**src/rtl/cmos_capture_data.sv**
```systemverilog
// DVP byte-stream to RGB565 word converter for the OV5640 pixel-clock domain.
// Skips the first frames while the sensor settles, then emits one write strobe per pixel.
module cmos_capture_data #(
  parameter int DATA_WIDTH  = 16,
  parameter int SKIP_FRAMES = 10,
  parameter int H_ACTIVE    = 480,
  parameter int VS_POL      = 1
) (
  input  logic                  cmos_clk,
  input  logic                  cmos_rst_n,
  input  logic                  cmos_vsync,
  input  logic                  cmos_href,
  input  logic [7:0]            cmos_data,
  output logic [DATA_WIDTH-1:0] fifo_data_out,
  output logic                  fifo_data_en,
  output logic                  fifo_data_vs,
  output logic                  frame_valid,
  output logic                  line_err,
  output logic [7:0]            frame_cnt
);

  typedef enum logic [1:0] {SKIP, WAIT, CAPT} state_t;

  localparam logic        VS_ACT     = (VS_POL != 0);
  localparam logic [8:0]  SKIP_LAST  = 9'(SKIP_FRAMES);
  localparam logic [10:0] H_ACT_W    = 11'(H_ACTIVE);
  localparam state_t      RST_STATE  = (SKIP_FRAMES == 0) ? WAIT : SKIP;

  state_t      state, state_nxt;
  logic        vsync_r1, href_r1, href_r2, vs_n_r2;
  logic [7:0]  data_r1;
  logic [1:0]  prime;
  logic        vs_n_r1, vs_rise, vs_fall, href_fall;
  logic [7:0]  skip_cnt;
  logic        phase, line_act;
  logic [7:0]  hi_byte;
  logic [10:0] pix_cnt;
  logic        cap_en, line_bad;

  // Input stage; r1 resets to blanking and edges are held off until r2 holds real sensor data,
  // so a reset released mid-frame never fakes a frame start.
  always_ff @(posedge cmos_clk or negedge cmos_rst_n) begin
    if (!cmos_rst_n) begin
      vsync_r1 <= VS_ACT;
      href_r1  <= 1'b0;
      href_r2  <= 1'b0;
      data_r1  <= 8'd0;
      vs_n_r2  <= 1'b1;
      prime    <= 2'b00;
    end else begin
      vsync_r1 <= cmos_vsync;
      href_r1  <= cmos_href;
      href_r2  <= href_r1;
      data_r1  <= cmos_data;
      vs_n_r2  <= vs_n_r1;
      prime    <= {prime[0], 1'b1};
    end
  end

  assign vs_n_r1   = vsync_r1 ^ ~VS_ACT;
  assign vs_rise   = prime[1] & vs_n_r1 & ~vs_n_r2;
  assign vs_fall   = prime[1] & ~vs_n_r1 & vs_n_r2;
  assign href_fall = href_r2 & ~href_r1;

  always_ff @(posedge cmos_clk or negedge cmos_rst_n) begin
    if (!cmos_rst_n) begin
      state    <= RST_STATE;
      skip_cnt <= 8'd0;
    end else begin
      state <= state_nxt;
      if (state == SKIP && vs_rise)
        skip_cnt <= skip_cnt + 8'd1;
    end
  end

  always_comb begin
    state_nxt = state;
    case (state)
      SKIP:    if (vs_rise && ({1'b0, skip_cnt} + 9'd1 == SKIP_LAST)) state_nxt = WAIT;
      WAIT:    if (vs_fall) state_nxt = CAPT;
      CAPT:    state_nxt = CAPT;
      default: state_nxt = RST_STATE;
    endcase
  end

  always_comb begin
    frame_valid = (state == CAPT);
    cap_en      = (state == CAPT) & href_r1 & ~vs_n_r1;
  end

  // A line is judged only if it carried captured bytes, so href in blanking never flags an error.
  assign line_bad = href_fall & line_act & (phase | (pix_cnt != H_ACT_W));

  always_ff @(posedge cmos_clk or negedge cmos_rst_n) begin
    if (!cmos_rst_n) begin
      fifo_data_out <= '0;
      fifo_data_en  <= 1'b0;
      fifo_data_vs  <= 1'b1;
      line_err      <= 1'b0;
      frame_cnt     <= 8'd0;
      phase         <= 1'b0;
      line_act      <= 1'b0;
      hi_byte       <= 8'd0;
      pix_cnt       <= 11'd0;
    end else begin
      fifo_data_en <= 1'b0;
      fifo_data_vs <= ~frame_valid | vs_n_r1;
      if (cap_en) begin
        phase    <= ~phase;
        line_act <= 1'b1;
        if (!phase) begin
          hi_byte <= data_r1;
        end else begin
          fifo_data_out <= {hi_byte, data_r1};
          fifo_data_en  <= 1'b1;
          if (pix_cnt != 11'h7FF)
            pix_cnt <= pix_cnt + 11'd1;
        end
      end else if (!href_r1) begin
        phase <= 1'b0;
      end
      if (href_fall) begin
        pix_cnt  <= 11'd0;
        line_act <= 1'b0;
      end
      if (vs_fall)
        line_err <= 1'b0;
      else if (line_bad)
        line_err <= 1'b1;
      if (vs_rise && state == CAPT)
        frame_cnt <= frame_cnt + 8'd1;
    end
  end

endmodule

```
**config.mk**
```make
export PLATFORM = sky130hd
export DESIGN_NAME = cmos_capture_data
export DESIGN_NICKNAME = d
export VERILOG_FILES = /design/src/rtl/cmos_capture_data.sv
export SDC_FILE = /design/constraint.sdc
export NUM_CORES = 1
export LEC_CHECK = 0
export ABC_AREA = 1
export CELL_PAD_IN_SITES_DETAIL_PLACEMENT = 1
export CELL_PAD_IN_SITES_GLOBAL_PLACEMENT = 2
export CORE_UTILIZATION = 32
export CTS_CLUSTER_DIAMETER = 40
export DETAILED_ROUTE_END_ITERATION = 16
export MAX_ROUTING_LAYER = met4
export PLACE_DENSITY = 0.77
export SYNTH_ARGS = -nofsm -noshare
export SYNTH_HDL_FRONTEND = slang
export SYNTH_SLANG_ARGS = --single-unit
```
**constraint.sdc**
```tcl
create_clock -name cmos_clk -period 2.3 [get_ports cmos_clk]
set_input_delay 0.46 -clock cmos_clk [delete_from_list [all_inputs] [get_ports cmos_clk]]
set_output_delay 0.46 -clock cmos_clk [all_outputs]
set_load 0.03 [all_outputs]
```
Yosys cells after proc, flatten, opt, wreduce, memory -nomap -nowiden:

Index checks and enable logic that the tools add are counted.

* add/sub/neg operators: 4
* equality and inequality tests: 8
* mux-type cells: 15
* bitwise gates (word level): 16
* reduce and logical (&&, ||, !) cells: 12

Operators by type and width (count)
* $mux W11: 4
* $add A8 B1 Y8 const B: 2
* $add A11 B1 Y11 const B: 1
* $ne A11 B11 Y1 const B: 1
* $ne A11 B9 Y1 const B: 1
* $add A8 B1 Y9 const B: 1
* $and A1 B1 Y1: 9
* $eq A9 B4 Y1 const B: 1
* $mux W1: 8
* $reduce_bool A2 Y1: 4
* $pmux W2 S3: 1
* $reduce_and A2 Y1: 3
* $not A1 Y1: 5
* $mux W2: 2
* $ne A2 B1 Y1 const B: 2
* $logic_and A1 B1 Y1: 3
* $reduce_and A3 Y1: 1
* $eq A2 B1 Y1 const B: 1
* $eq A2 B2 Y1 const B: 1
* $logic_not A2 Y1: 1
* $ne A2 B2 Y1 const B: 1
* $or A1 B1 Y1: 2

* bits in registers: 72
* bits of input ports: 12
* output and inout port bits: 28
* logic and storage cells: 72

Logic depth before layout (Yosys ltp):

* word-level depth: 6
* gate-level depth with buffers: 12
* depth with buffers taken out: 12

Least setup slack after synthesis:

OpenSTA, ideal clock, no wires.

* path kind: flip-flop to flip-flop
* start: reg state[0]
* end: reg fifo_data_out[4]
* library setup time: 119 ps
* data arrival time: 1689 ps
* required time: 2181 ps
* setup slack: 492 ps
* cell stages (with the launch flop): 12
* path buffers: 2
* clock period less this slack: 1808 ps
* path through: dfrtp_1 inv_1 ha_1 inv_1 nor2_2 inv_2 nor2_2 buf_6 inv_4 buf_6 nand2_1 o21ai_2

* longest elaborated chain between the ends: 4

RTL lines
* from (decl): RTL line 29 `state_t state, state_nxt;`
* from (signal assigned): RTL line 70 `state <= state_nxt;`
* $eq A2 B2 Y1
* named net frame_valid: RTL line 17 `output logic frame_valid,`
* $and A1 B1 Y1 (2 in series): RTL line 88 `cap_en = (state == CAPT) & href_r1 & ~vs_n_r1;`
* $reduce_and A2 Y1 (no line)
* to (signal assigned): RTL line 114 `fifo_data_out <= {hi_byte, data_r1};`
* to (decl): RTL line 14 `output logic [DATA_WIDTH-1:0] fifo_data_out,`

The timed path passes the listed nets, and every way through them passes these cells.
A chain may end at the register's enable or synchronous reset.

Worst setup path after layout:

* start: reg fifo_data_vs
* end: out fifo_data_vs

RTL lines
* from (decl): RTL line 16 `output logic fifo_data_vs,`
* from (signal assigned): RTL line 107 `fifo_data_vs <= ~frame_valid | vs_n_r1;`

No word-level cell between the ends.

==> results.txt <==
Sequential Power Share -> 0.512
final core utilization -> 0.405
Mapped Cells -> 353
Diodes inserted -> 0
Final min period -> 2.00 ns
DR vias/cell -> 4.47
status -> finished, final reports clean
final clock skew -> 0.0103 ns
fin crit share -> 0.869
ys async rst share -> 1.00
Crit. Startpoint -> fifo_data_vs
setup_tns -> 0 ns
Placer Congestion -> 0.805
Pint -> 2100 uW
DRC viols -> 0
DIE WIDTH -> 102 um
layout net count -> 420
Clock Tree Buf Depth -> 2
CTS clock-pin slew for the worst setup and hold paths -> 0.08 ns
Leak -> 0.00185 uW
Worst EP required -> 1.84 ns
hpwl dp -> 5.10 mm
cell taking the most area after synthesis -> dfrtp_1
worst reg2reg path depth -> 8
DRT iter0 DRCs -> 39
switching portion of total power -> 0.292
H-tree Lvls -> 3
via count -> 2404
first-pass GRT wire length -> 11.7 mm
Switch Pwr -> 866 uW
TritonRoute pass-1 iters -> 4
Ports -> 40
Final ANT Viol Nets -> 0
CP bufs+invs -> 1
FP Rows -> 36
share of post-route cells with drive strength above 1 -> 0.121
fmax -> 501 MHz
grt total ovfl -> 0
top post-synthesis cells by area -> dfrtp_1, nand2_1, inv_1
Setup violations, final -> 0
EDFF count, synth -> 0
Die Height -> 102 um
initial antenna violation count -> 0
syn nets -> 373
CP endpoint -> fifo_data_vs
max-cap viol count -> 0
r2r setup slk -> 0.48 ns
Critical Path Source Type -> flop
Pwr Density -> 747 mW/mm2
Core ar. -> 0.00977 mm2
Clock Latency Late Sink -> 0.34 ns
critical path depth -> 1
clock share of power -> 0.341
gr usage total -> 0.152
unrepaired setup endpoints after global routing -> no
Hold Path Class -> in -> async
Initial Utilization -> 0.330
post-synthesis sequential element count -> 72
crit end category -> output port
Worst VDD drop -> 0.000491 V
Syn. warnings -> 0
WL/cell -> 12.9 um
sequential share of the synthesized area -> 0.560
FF-to-FF End -> hi_byte[2]
CP max-delay cell -> clkdlybuf4s50_1
Gate power share -> 0.147
CTS root buf -> clkbuf_8
Detailed Route WL -> 6.96 mm
fin. max-slew vios -> 0
Max stage delay on crit path -> 0.67 ns
Synth-to-Final Area Change -> 22.8%
Worst Path Arrival -> 1.54 ns
Setup CP Type -> reg -> out
Sink Count -> 72
post-synth top area share -> 0.535
Least-Margin Pin Slew -> 0.555 ns
Rel. slew slack -> 0.630
crit path cell chain -> clkdlybuf4s50_1
synth cell count leaders -> nand2_1, dfrtp_1, inv_1, nand3_1, nor2_1
CTS tree -> done
Yosys cell types -> 32
Power Total -> 2960 uW
Final Hold Viols -> 0
most common cell in the netlist -> nand2_1
pin count of the biggest net entering global routing -> 42
syn_area_per_cell -> 9.14 um2
Die Area -> 0.0105 mm2
Post-Syn Area -> 0.00323 mm2
Most used DFF post-synth -> dfrtp_1
start of the worst register-to-register path -> state[0]
TritonCTS Buffers -> 9
vias in the first global route -> 2415
Max FO, Critical Path -> 1
Crit path max-delay family -> buffers and inverters
port buffer count -> 39
[cell usage in the layout, fill, tap and decap left out, drive strengths merged, types with 2 or more instances in the layout]
cell type and count:
o31ai 2, nand3 26, clkinv 3, xor2 6, nand2 108, a21oi 4
buf 5, dfrtp 69, xnor2 5, nor3 8, nor2 27, clkbuf 11
dfstp 3, clkdlybuf4s50 37, o21ai 30, nand4 4, ha 8, inv 42
[cell families (layout without fill, tap and decap cells)]
| group | Yosys count | after routing | share of synthesized area |
|---|---|---|---|
| xor+xnor | 11 | 11 | 0.0299 |
| simple gates | 174 | 174 | 0.241 |
| flops | 72 | 72 | 0.560 |
| other cells | 1 | 1 | 0.00116 |
| fa+ha+maj | 8 | 8 | 0.0310 |
| compound gates | 38 | 38 | 0.0686 |
| buf+inv | 49 | 101 | 0.0690 |
[state kept, by name, summed over array words and instances, names as in the netlist, 2 cells and up]
register	cells
pix_cnt	11
state	2
skip_cnt	8
frame_cnt	8
data_r1	8
prime	2
hi_byte	8
fifo_data_out	16
[worst min path at each step]
stage / from / end / slack, ns / depth (start not counted)
detailed placement: prime[0] / prime[1] / 0.34 / 0
finish: cmos_rst_n / pix_cnt[6] / 0.1 / 1
CTS: cmos_rst_n / pix_cnt[5] / 0.1 / 1
floorplan: cmos_rst_n / data_r1[0] / 0.16 / 0
global route: cmos_rst_n / pix_cnt[5] / 0.12 / 1
global placement: prime[0] / prime[1] / 0.33 / 0
[power by group through the flow]
stage / clock network [uW] / logic, uW / registers (uW)
after global placement: 0 / 427 / 1540
after CTS: 1060 / 453 / 1520
after floorplan: 0 / 276 / 1530
after detailed placement: 0 / 448 / 1540
final: 1010 / 436 / 1520
after global routing: 1100 / 510 / 1540
[per-layer routing]
layer  part of all wire  track usage  vias to the layer above
li1                   -            -                     1202
met5                  0            -                        -
met4              0.011       0.0429                        0
met1               0.48        0.193                     1170
met2               0.48        0.237                       25
met3              0.028       0.0431                        7
[cell type report]
cell class / count / area [um2]
Timing Repair Buffer: 43 / 433
Multi-Input combinational cell: 232 / 1200
Clock inverter: 5 / 56.3
Clock buffer: 11 / 141
Sequential cell: 72 / 1810
Tap cell: 133 / 166
Inverter: 42 / 160
Fill cell: 1155 / 5810
[stage by stage]
stage	instance area [um2]	std cells	setup slack, ns	hold WS (ns)
2_1_floorplan	3230	353	0.492	0.164
3_3_place_gp	3760	522	0.502	0.334
3_5_place_dp	3760	522	0.469	0.338
4_1_cts	3960	538	0.0678	0.0963
5_1_grt	3960	538	0.251	0.121
6_report	3960	538	0.302	0.0951
[what timing repair did]
| action | CTS | global route |
|---|---|---|
| setup buffers | 0 | 0 |
| resized for setup | 0 | 1 |
| endpoints found under the setup margin | 0 | 1 |
| hold endpoints to repair | 0 | 0 |
| hold buffers | 0 | 0 |
Note: power is estimated with default switching activity, not from simulation.
